==> src/rtl/delay_sched.sv <==
// Round-robin scheduler for one shared delay counter.
// Up to NREQ clients request a timed wait of their own length. One owner at a time
// gets the counter; when its wait expires it receives a one-cycle done pulse. All
// outputs are registered, and a sticky err flag records any broken internal invariant.
module delay_sched #(
  parameter int unsigned NREQ  = 4,
  parameter int unsigned CBITS = 15
) (
  input  logic                    clk,
  input  logic                    rst,
  input  logic [NREQ-1:0]         req,
  input  logic [NREQ*CBITS-1:0]   dly,
  output logic [NREQ-1:0]         gnt,
  output logic [NREQ-1:0]         done,
  output logic                    busy,
  output logic [CBITS-1:0]        cnt,
  output logic                    err
);

  localparam int unsigned IW = (NREQ > 1) ? $clog2(NREQ) : 1;

  typedef enum logic [1:0] {
    StIdle,
    StCount,
    StDone
  } state_e;

  state_e            state_q, state_d;
  logic [NREQ-1:0]   gnt_q, gnt_d;
  logic [NREQ-1:0]   done_q, done_d;
  logic              busy_q, busy_d;
  logic [CBITS-1:0]  cnt_q, cnt_d;
  logic [CBITS-1:0]  len_q, len_d;
  logic [IW-1:0]     owner_q, owner_d;
  logic [IW-1:0]     rr_ptr_q, rr_ptr_d;
  logic              err_q, err_d;

  // Per-requester delay lengths unpacked from the flat input bus.
  logic [CBITS-1:0]  dly_arr [NREQ];

  for (genvar g = 0; g < NREQ; g++) begin : g_dly
    assign dly_arr[g] = dly[g*CBITS +: CBITS];
  end

  // Round-robin pick: first active request after the previous owner, wrapping around.
  // The previous owner is searched last, so a held request gets lowest priority.
  logic          pick_vld;
  logic [IW-1:0] pick_idx;
  int unsigned   cand;

  always_comb begin
    pick_vld = 1'b0;
    pick_idx = '0;
    cand     = 0;
    for (int unsigned k = 1; k <= NREQ; k++) begin
      cand = (32'(rr_ptr_q) + k) % NREQ;
      if (!pick_vld && req[IW'(cand)]) begin
        pick_vld = 1'b1;
        pick_idx = IW'(cand);
      end
    end
  end

  // Next-state and registered-output logic of the scheduler FSM.
  always_comb begin
    state_d  = state_q;
    gnt_d    = gnt_q;
    done_d   = '0;
    busy_d   = busy_q;
    cnt_d    = cnt_q;
    len_d    = len_q;
    owner_d  = owner_q;
    rr_ptr_d = rr_ptr_q;

    unique case (state_q)
      StIdle: begin
        gnt_d  = '0;
        busy_d = 1'b0;
        cnt_d  = '0;
        if (pick_vld) begin
          gnt_d[pick_idx] = 1'b1;
          // Length is latched here; later changes on dly do not affect this wait.
          len_d    = dly_arr[pick_idx];
          busy_d   = 1'b1;
          owner_d  = pick_idx;
          rr_ptr_d = pick_idx;
          state_d  = StCount;
        end
      end

      StCount: begin
        if (!req[owner_q]) begin
          // Owner withdrew: abandon the wait silently. Takes priority over expiry.
          gnt_d   = '0;
          busy_d  = 1'b0;
          cnt_d   = '0;
          state_d = StIdle;
        end else if (cnt_q == len_q) begin
          done_d[owner_q] = 1'b1;
          gnt_d   = '0;
          busy_d  = 1'b0;
          cnt_d   = '0;
          state_d = StDone;
        end else if (cnt_q < len_q) begin
          cnt_d = cnt_q + CBITS'(1);
        end
      end

      StDone: begin
        // One mandatory idle pass before the next arbitration.
        state_d = StIdle;
      end

      default: begin
        gnt_d   = '0;
        busy_d  = 1'b0;
        cnt_d   = '0;
        state_d = StIdle;
      end
    endcase
  end

  // Invariant checks on the registered state; err stays set until reset.
  logic gnt_bad, done_bad, cnt_bad;

  always_comb begin
    gnt_bad  = busy_q && ((gnt_q == '0) || ((gnt_q & (gnt_q - NREQ'(1))) != '0));
    done_bad = (done_q & (done_q - NREQ'(1))) != '0;
    cnt_bad  = cnt_q > len_q;
    err_d    = err_q | gnt_bad | done_bad | cnt_bad;
  end

  // State register with asynchronous reset to the idle configuration.
  always_ff @(posedge clk or posedge rst) begin
    if (rst) begin
      state_q  <= StIdle;
      gnt_q    <= '0;
      done_q   <= '0;
      busy_q   <= 1'b0;
      cnt_q    <= '0;
      len_q    <= '0;
      owner_q  <= '0;
      rr_ptr_q <= IW'(NREQ - 1);
      err_q    <= 1'b0;
    end else begin
      state_q  <= state_d;
      gnt_q    <= gnt_d;
      done_q   <= done_d;
      busy_q   <= busy_d;
      cnt_q    <= cnt_d;
      len_q    <= len_d;
      owner_q  <= owner_d;
      rr_ptr_q <= rr_ptr_d;
      err_q    <= err_d;
    end
  end

  assign gnt  = gnt_q;
  assign done = done_q;
  assign busy = busy_q;
  assign cnt  = cnt_q;
  assign err  = err_q;

endmodule
==> config.mk <==
export PLATFORM = sky130hd
export DESIGN_NAME = delay_sched
export DESIGN_NICKNAME = d
export VERILOG_FILES = /design/src/rtl/delay_sched.sv
export SDC_FILE = /design/constraint.sdc
export NUM_CORES = 1
export LEC_CHECK = 0
export CAP_MARGIN = 40
export CORE_MARGIN = 10
export CORE_UTILIZATION = 25
export CTS_BUF_LIST = sky130_fd_sc_hd__clkbuf_16
export CTS_CLUSTER_DIAMETER = 30
export DETAILED_ROUTE_END_ITERATION = 7
export PLACE_DENSITY_LB_ADDON = 0.05
export SLEW_MARGIN = 20
export SYNTH_ARGS = -nofsm -noshare
export SYNTH_HDL_FRONTEND = slang
export SYNTH_SLANG_ARGS = --single-unit
export TNS_END_PERCENT = 100
==> constraint.sdc <==
create_clock -name clk -period 2.1 [get_ports clk]
set_input_delay 0.315 -clock clk [delete_from_list [all_inputs] [get_ports clk]]
set_output_delay 0.315 -clock clk [all_outputs]
set_load 0.01 [all_outputs]
==> qor.csv, run 1 <==
stage,metric,value,unit
run_status,status,"finished, violations left",
run_status,failed_checks,setup timing,
logic_synthesis,synth.avg_cell_area,9.97,µm²
route,drt-pass1-iter-count,4,
die,core_area,11500,µm²
sta,skew,5.98,ps
logic_synthesis,ys_seq_elements,46,
setup_path,path_max_fanout,10,
setup_path,critPathLaunch,len_q[13],
setup_path,crit_top_cell,a21oi_2,
sta,worst_pin_slew,485,ps
die,initial_core_util,0.256,
route,drc,0,
logic_synthesis,synth_fa_ha_area_frac,0.0715,
logic_synthesis,synth_cell_types,43,
die,rows,39,
setup_path,critPathArrivalTime,2410,ps
logic_synthesis,synth_top_family_by_area,multiplexers,
global_routing,grt_max_degree,28,
route,drt_iter0_drc,69,
sta,slew_headroom,0.676,
route,finalWirelength,9590,µm
clock_network,cts_buffers,5,
setup_path,r2r_slack,-80,ps
clock_network,cts_root_buffer,clkbuf_16,
clock_network,clk_pin_slew,70,ps
route,vias,2749,
clock_network,htreeDepth,2,
logic_synthesis,syn_inst,295,
logic_synthesis,synth-xor-area-share,0.00596,
route,wl_per_cell,16.4,µm
sta,layout_min_cycle_time,2180,ps
setup_path,r2r_cells,10,
sta,slew_viol_final,0,
setup_path,max_stage_delay,410,ps
die,die_w,128,µm
setup_path,critPathKind,flip-flop to flip-flop,
clock_network,clk_latency,290,ps
global_routing,grt_pass1_wl,15600,µm
global_routing,gr-total-overflow,0,
setup_path,critPathCapture,cnt[10],
logic_synthesis,syn_nets,377,
placement,dp_hpwl,7730,µm
placement,dpl_cell_area,4490,µm²
logic_synthesis,yosysSeqAreaShare,0.392,
sta,clock.fmax,0.458,GHz
route,antenna_left,0,
finish,nets,522,
global_routing,grt_pass1_vias,2885,
clock_network,clockBufferDepth,2,
sta,final_hold_viol_count,0,
setup_path,crit_path_cell_trace,inv_2 > ha_4 > a21oi_2 > nand2_1 > a221oi_2 > nand3_1 > buf_6 > buf_12 > or4_4 > a21oi_2,
finish,syn2layout_area_growth,68.0,%
finish,layout-drive-gt1-share,0.297,
global_routing,grt_usage,0.117,
placement,io_buffers,90,
setup_path,worstReg2RegStart,len_q[13],
sta,finalHoldWorstSlack,359,ps
sta,worst_slack,-82.0,ps
logic_synthesis,synth-compound-area-share,0.114,
logic_synthesis,yosysWarnings,0,
finish,antennaDiodeCount,0,
global_routing,antenna_found_initial,0,
pwr,irDropWorstVdd,0.545,mV
finish,final_area,4940,µm²
pwr,p_per_area,996,nW/µm²
placement,gp_congestion,0.784,
clock_network,cts.sinks,46,
setup_path,critPathLaunchType,flip-flop,
sta,setup_viol,10,
pwr,p_leak,2.12,nW
placement,post-place-ws,-297,ps
logic_synthesis,syn_area,2940,µm²
hold_path,hp-class,input pin to asynchronous set/reset pin,
die,dieArea,16500,µm²
clock_network,cts_tree,done,
setup_path,timing.rr.end,cnt[10],
setup_path,cp_slowest_cell,or4_4,
die,dieHeight,128,µm
logic_synthesis,synth_simple_gate_area_frac,0.153,
sta,rsz0062_at_grt,yes,
die,pin_count,91,
logic_synthesis,muxShareOfSynthArea,0.220,
finish,fillers,1125,
setup_path,end_kind,flip-flop,
sta,period_share,1.04,
route,viasPerCell,4.71,
setup_path,crit_required,2320,ps
job,drv_cap,0,
## logic make-up after synthesis
kind of cell | Yosys count
buf+inv | 30
xor+xnor | 2
fa+ha+maj | 17
compound gates | 54
simple gates | 85
mux | 61
flops | 46
## cells in the mapped netlist, drive strengths merged
cell type | count | area, µm²
mux2i | 45 | 450
dfrtp | 44 | 1100
inv | 20 | 75.1
a21oi | 18 | 90.1
nand2 | 17 | 63.8
nor2 | 17 | 66.3
ha | 16 | 200
mux2 | 15 | 169
o21ai | 15 | 75.1
nand3 | 11 | 55.1
or4 | 8 | 60.1
buf | 7 | 41.3
nand4 | 6 | 37.5
o31ai | 5 | 37.5
and3 | 4 | 25.0
nand2b | 4 | 25.0
nor4 | 4 | 25.0
or3 | 4 | 25.0
clkbuf | 3 | 11.3
nor3 | 3 | 15.0
o211ai | 3 | 22.5
o21a | 3 | 22.5
a32o | 2 | 20.0
dfstp | 2 | 52.6
nand3b | 2 | 15.0
nor2b | 2 | 12.5
xor2 | 2 | 17.5
a211oi | 1 | 7.51
a21o | 1 | 7.51
a221oi | 1 | 15.0
a31oi | 1 | 6.26
and2 | 1 | 8.76
and4 | 1 | 8.76
maj3 | 1 | 10.0
mux4 | 1 | 26.3
o22ai | 1 | 6.26
o31a | 1 | 8.76
o32ai | 1 | 8.76
o41ai | 1 | 8.76
or2 | 1 | 6.26
## sequential cells by signal, indices dropped and copies added (netlist names)
signal,flops
done,4
err,1
rr_ptr_q,2
busy,1
len_q,15
state_q,2
owner_q,2
cnt,15
gnt,4
## per-stage QoR
step                      TNS [ps]  power [mW]  std cells   util
after floorplan               -110        2.75        295      -
after global placement       -3680        3.80        570  0.391
after detailed placement     -4340        3.82        570  0.391
after CTS                     -610        4.89        581  0.421
after global routing         -2090        5.30        584  0.431
final                         -506        4.92        584  0.431
## per-layer routing
layer / GRT usage / wire (µm) / vias to the layer above
li1: - / - / 1374
met1: 0.158 / 4820 / 1303
met4: 0.0278 / 78 / 0
met3: 0.0300 / 543 / 5
met5: 0 / 0 / -
met2: 0.181 / 4150 / 67
## critical path: cells and delay by family (launching register included)
family	cells	cell delay, ps
DFF	1	380
adders and majority gates	1	210
AOI/OAI and AO/OA	3	550
and+or+nand+nor	3	620
buffers and inverters	3	360
## how the worst min path moves through the flow
stage,cells after the start,slack [ps],end
after floorplan,1,460,done[0]
after global placement,1,460,err
after detailed placement,1,470,err
after CTS,2,380,done[1]
after global routing,2,400,done[0]
final,2,360,done[1]
## what timing repair did
item                                    CTS  global route
pin swaps                                24            11
endpoints found under the hold margin     0             0
hold buffers                              0             0
endpoints found under the setup margin   15            20
gates resized for setup                  24            24
buffers inserted                          3             3
## area by class of cell
class                      instances  area, µm²  area share
inverter                          20       75.1      0.0152
timing repair buffer             148       1430       0.289
multi-input combinational        219       1930       0.392
sequential                        46       1150       0.234
tap                              143        179      0.0362
clock buffer                       5        125      0.0253
clock inverter                     3       45.0     0.00912
## where the power goes
part	switching, mW	total [mW]	internal (mW)
Sequential	0.165	1.33	1.16
Clock	0.350	0.912	0.561
Combinational	1.24	2.68	1.44
## placed cells by master, fill, tap and decap left out, types with 6 or more instances in the layout
cell type | Yosys | layout
a21oi_1 | 18 | 7
a21oi_2 | 0 | 10
buf_4 | 0 | 46
buf_6 | 1 | 7
clkdlybuf4s50_1 | 0 | 90
dfrtp_1 | 44 | 43
ha_1 | 16 | 6
ha_4 | 0 | 10
inv_1 | 20 | 12
inv_2 | 0 | 8
mux2_2 | 15 | 15
mux2i_1 | 45 | 45
nand2_1 | 17 | 16
nand3_1 | 11 | 11
nand4_1 | 6 | 6
nor2_1 | 16 | 13
o21ai_0 | 14 | 13
No activity file was read; power rests on OpenSTA's default activity.
==> run 2: changes to the inputs <==
Settings changed: CORE_ASPECT_RATIO set to 1.4, CORE_UTILIZATION 25 to 24.
==> run 2 against run 1 <==
Clock skew decreased by 1.2 ps. Utilization down 1.2 points. Via count rose by 4.4%. Critical endpoint is now cnt[7]. Critical path depth decreased by 3. Setup slack worse by 50 ps. The run still ends with setup timing left. Cell count rose by 3.8%. Non-clock buffer count increased by 18. Combinational power about the same.
==> qor.csv, run 2 (same netlist as run 1, synthesis figures left out) <==
stage,metric,value,unit,change
sta,final_hold_viol_count,0,,unchanged
setup_path,r2r_cells,7,,-3
pwr,p_total,5.00,mW,+1.8%
die,rows,47,,+21%
finish,multi_input_area,1870,µm²,-3.4%
finish,final_core_util,0.419,,-0.0116
route,antenna_left,0,,unchanged
global_routing,grt_pass1_vias,2998,,+3.9%
finish,final_common_cell,clkdlybuf4s50_1,,
sta,worst_pin_slew,492,ps,+6.21 ps
finish,antennaDiodeCount,0,,unchanged
sta,setup_viol,12,,+2
setup_path,critPathLaunch,cnt[14],,
clock_network,cts_root_buffer,clkbuf_16,,
die,dieArea,17100,µm²,+3.9%
route,vias,2870,,+4.4%
clock_network,clk_latency,290,ps,about the same
die,initial_core_util,0.246,,-0.0101
setup_path,critPathLaunchType,flip-flop,,
clock_network,htreeDepth,2,,unchanged
pwr,swShare,0.339,,-0.0192
sta,layout_min_cycle_time,2230,ps,+50.5 ps
route,finalWirelength,10100,µm,+4.9%
finish,fillers,1217,,+8.2%
global_routing,grt_pass1_wl,15900,µm,+1.7%
global_routing,gr-total-overflow,0,,unchanged
route,wl_per_cell,16.6,µm,+1.1%
sta,slew_viol_final,0,,unchanged
sta,slew_headroom,0.672,,-0.00415
run_status,failed_checks,setup timing,,
setup_path,path_max_fanout,5,,-5
global_routing,antenna_found_initial,0,,unchanged
finish,syn2layout_area_growth,70.1,%,
setup_path,crit_required,2320,ps,about the same
setup_path,timing.rr.end,cnt[7],,
pwr,irDropWorstVdd,0.397,mV,-27%
route,drc,0,,unchanged
setup_path,end_kind,flip-flop,,
setup_path,critPathArrivalTime,2450,ps,+40 ps
global_routing,grt_usage,0.116,,-0.000258
pwr,p_int,3.31,mW,+4.8%
pwr,p_clk_frac,0.204,,+0.019
pwr,p_sw,1.69,mW,-3.7%
placement,io_buffers,90,,unchanged
setup_path,critPathKind,flip-flop to flip-flop,,
finish,nets,540,,+3.4%
setup_path,worstReg2RegStart,cnt[14],,
pwr,p_comb_frac,0.534,,-0.011
route,drt_iter0_drc,53,,-23%
pwr,p_per_area,1000,nW/µm²,+0.46%
placement,post-place-ws,-243,ps,+54.0 ps
finish,final_cell_mix,"clkdlybuf4s50_1, buf_4, mux2i_1",,
hold_path,hp-class,input pin to asynchronous set/reset pin,,
die,dieHeight,151,µm,+18%
pwr,p_leak,2.21,nW,+4.4%
sta,rsz0062_at_grt,yes,,
sta,clock.fmax,0.448,GHz,-2.3%
job,drv_cap,0,,unchanged
die,core_area,11900,µm²,+4.1%
finish,layout-drive-gt1-share,0.303,,+0.00578
pwr,power_frac_seq,0.263,,-0.007
placement,dp_hpwl,8140,µm,+5.3%
die,die_w,114,µm,-12%
run_status,status,"finished, violations left",,
clock_network,clk_pin_slew,70,ps,about the same
setup_path,r2r_slack,-130,ps,-50 ps
clock_network,clockBufferDepth,2,,unchanged
sta,skew,4.75,ps,-1.23 ps
setup_path,critPathCapture,cnt[7],,
clock_network,cts.sinks,46,,unchanged
die,pin_count,91,,unchanged
finish,seqCellArea,1150,µm²,unchanged
route,viasPerCell,4.74,,+0.61%
placement,gp_congestion,0.788,,+0.42%
clock_network,cts_tree,done,,
sta,worst_slack,-133,ps,-50.5 ps
sta,period_share,1.06,,+0.0240
clock_network,cts_buffers,5,,unchanged
route,drt-pass1-iter-count,4,,unchanged
global_routing,grt_max_degree,31,,+11%
[run 2: power groups by stage]
| stage | logic (mW) | registers, mW | clock network (mW) |
|---|---|---|---|
| 4_1_cts | 2.72 | 1.32 | 1.04 |
| 6_report | 2.67 | 1.31 | 1.02 |
| 3_3_place_gp | 2.57 | 1.33 | 0 |
| 5_1_grt | 2.96 | 1.34 | 1.08 |
| 2_1_floorplan | 1.43 | 1.32 | 0 |
| 3_5_place_dp | 2.60 | 1.33 | 0 |
[run 2: worst min path at each step]
stage                          start      end  slack [ps]  cells after the start
after floorplan           owner_q[1]  done[0]         460                      1
after global placement           err      err         460                      1
after detailed placement         err      err         460                      1
after CTS                        rst   cnt[0]         380                      2
after global routing             rst   cnt[0]         410                      2
final                            rst   cnt[0]         370                      2
[run 2: final cells by class]
type / count / area share
inverter: 20 / 0.0150
tap: 147 / 0.0368
clock inverter: 3 / 0.0128
multi-input combinational: 219 / 0.374
sequential: 46 / 0.231
timing repair buffer: 166 / 0.306
clock buffer: 5 / 0.0250
[run 2: metrics by stage]
| step | setup TNS, ps | cell area, µm² | hold slack [ps] | std cells |
|---|---|---|---|---|
| 6_report | -607 | 5000 | 374 | 606 |
| 5_1_grt | -1770 | 5000 | 412 | 606 |
| 4_1_cts | -412 | 4950 | 384 | 604 |
| 3_5_place_dp | -4080 | 4580 | 463 | 586 |
| 3_3_place_gp | -3120 | 4580 | 457 | 586 |
| 2_1_floorplan | -110 | 3010 | 462 | 295 |
[run 2: repair_timing]
action / CTS / global route
setup buffers: 9 / 3
endpoints found under the setup margin: 13 / 15
gates resized for setup: 25 / 12
pin swaps: 26 / 10
gates cloned: 1 / 0
hold buffers: 0 / 0
[run 2: critical path, stage by stage (launching register included)]
cell and delay, ps:
dfrtp_1 400, ha_1 310, and4_1 190, a221oi_4 320, nand3_2 160, buf_6 160, or4_4 480, a21oi_2 150
[run 2: routing by layer]
metal | up-vias | track usage | share of wire
met3 | 9 | 0.0289 | 0.046
met1 | 1390 | 0.118 | 0.36
met5 | - | 0 | 0
li1 | 1410 | - | -
met4 | 0 | 0.0318 | 0.014
met2 | 61 | 0.226 | 0.58
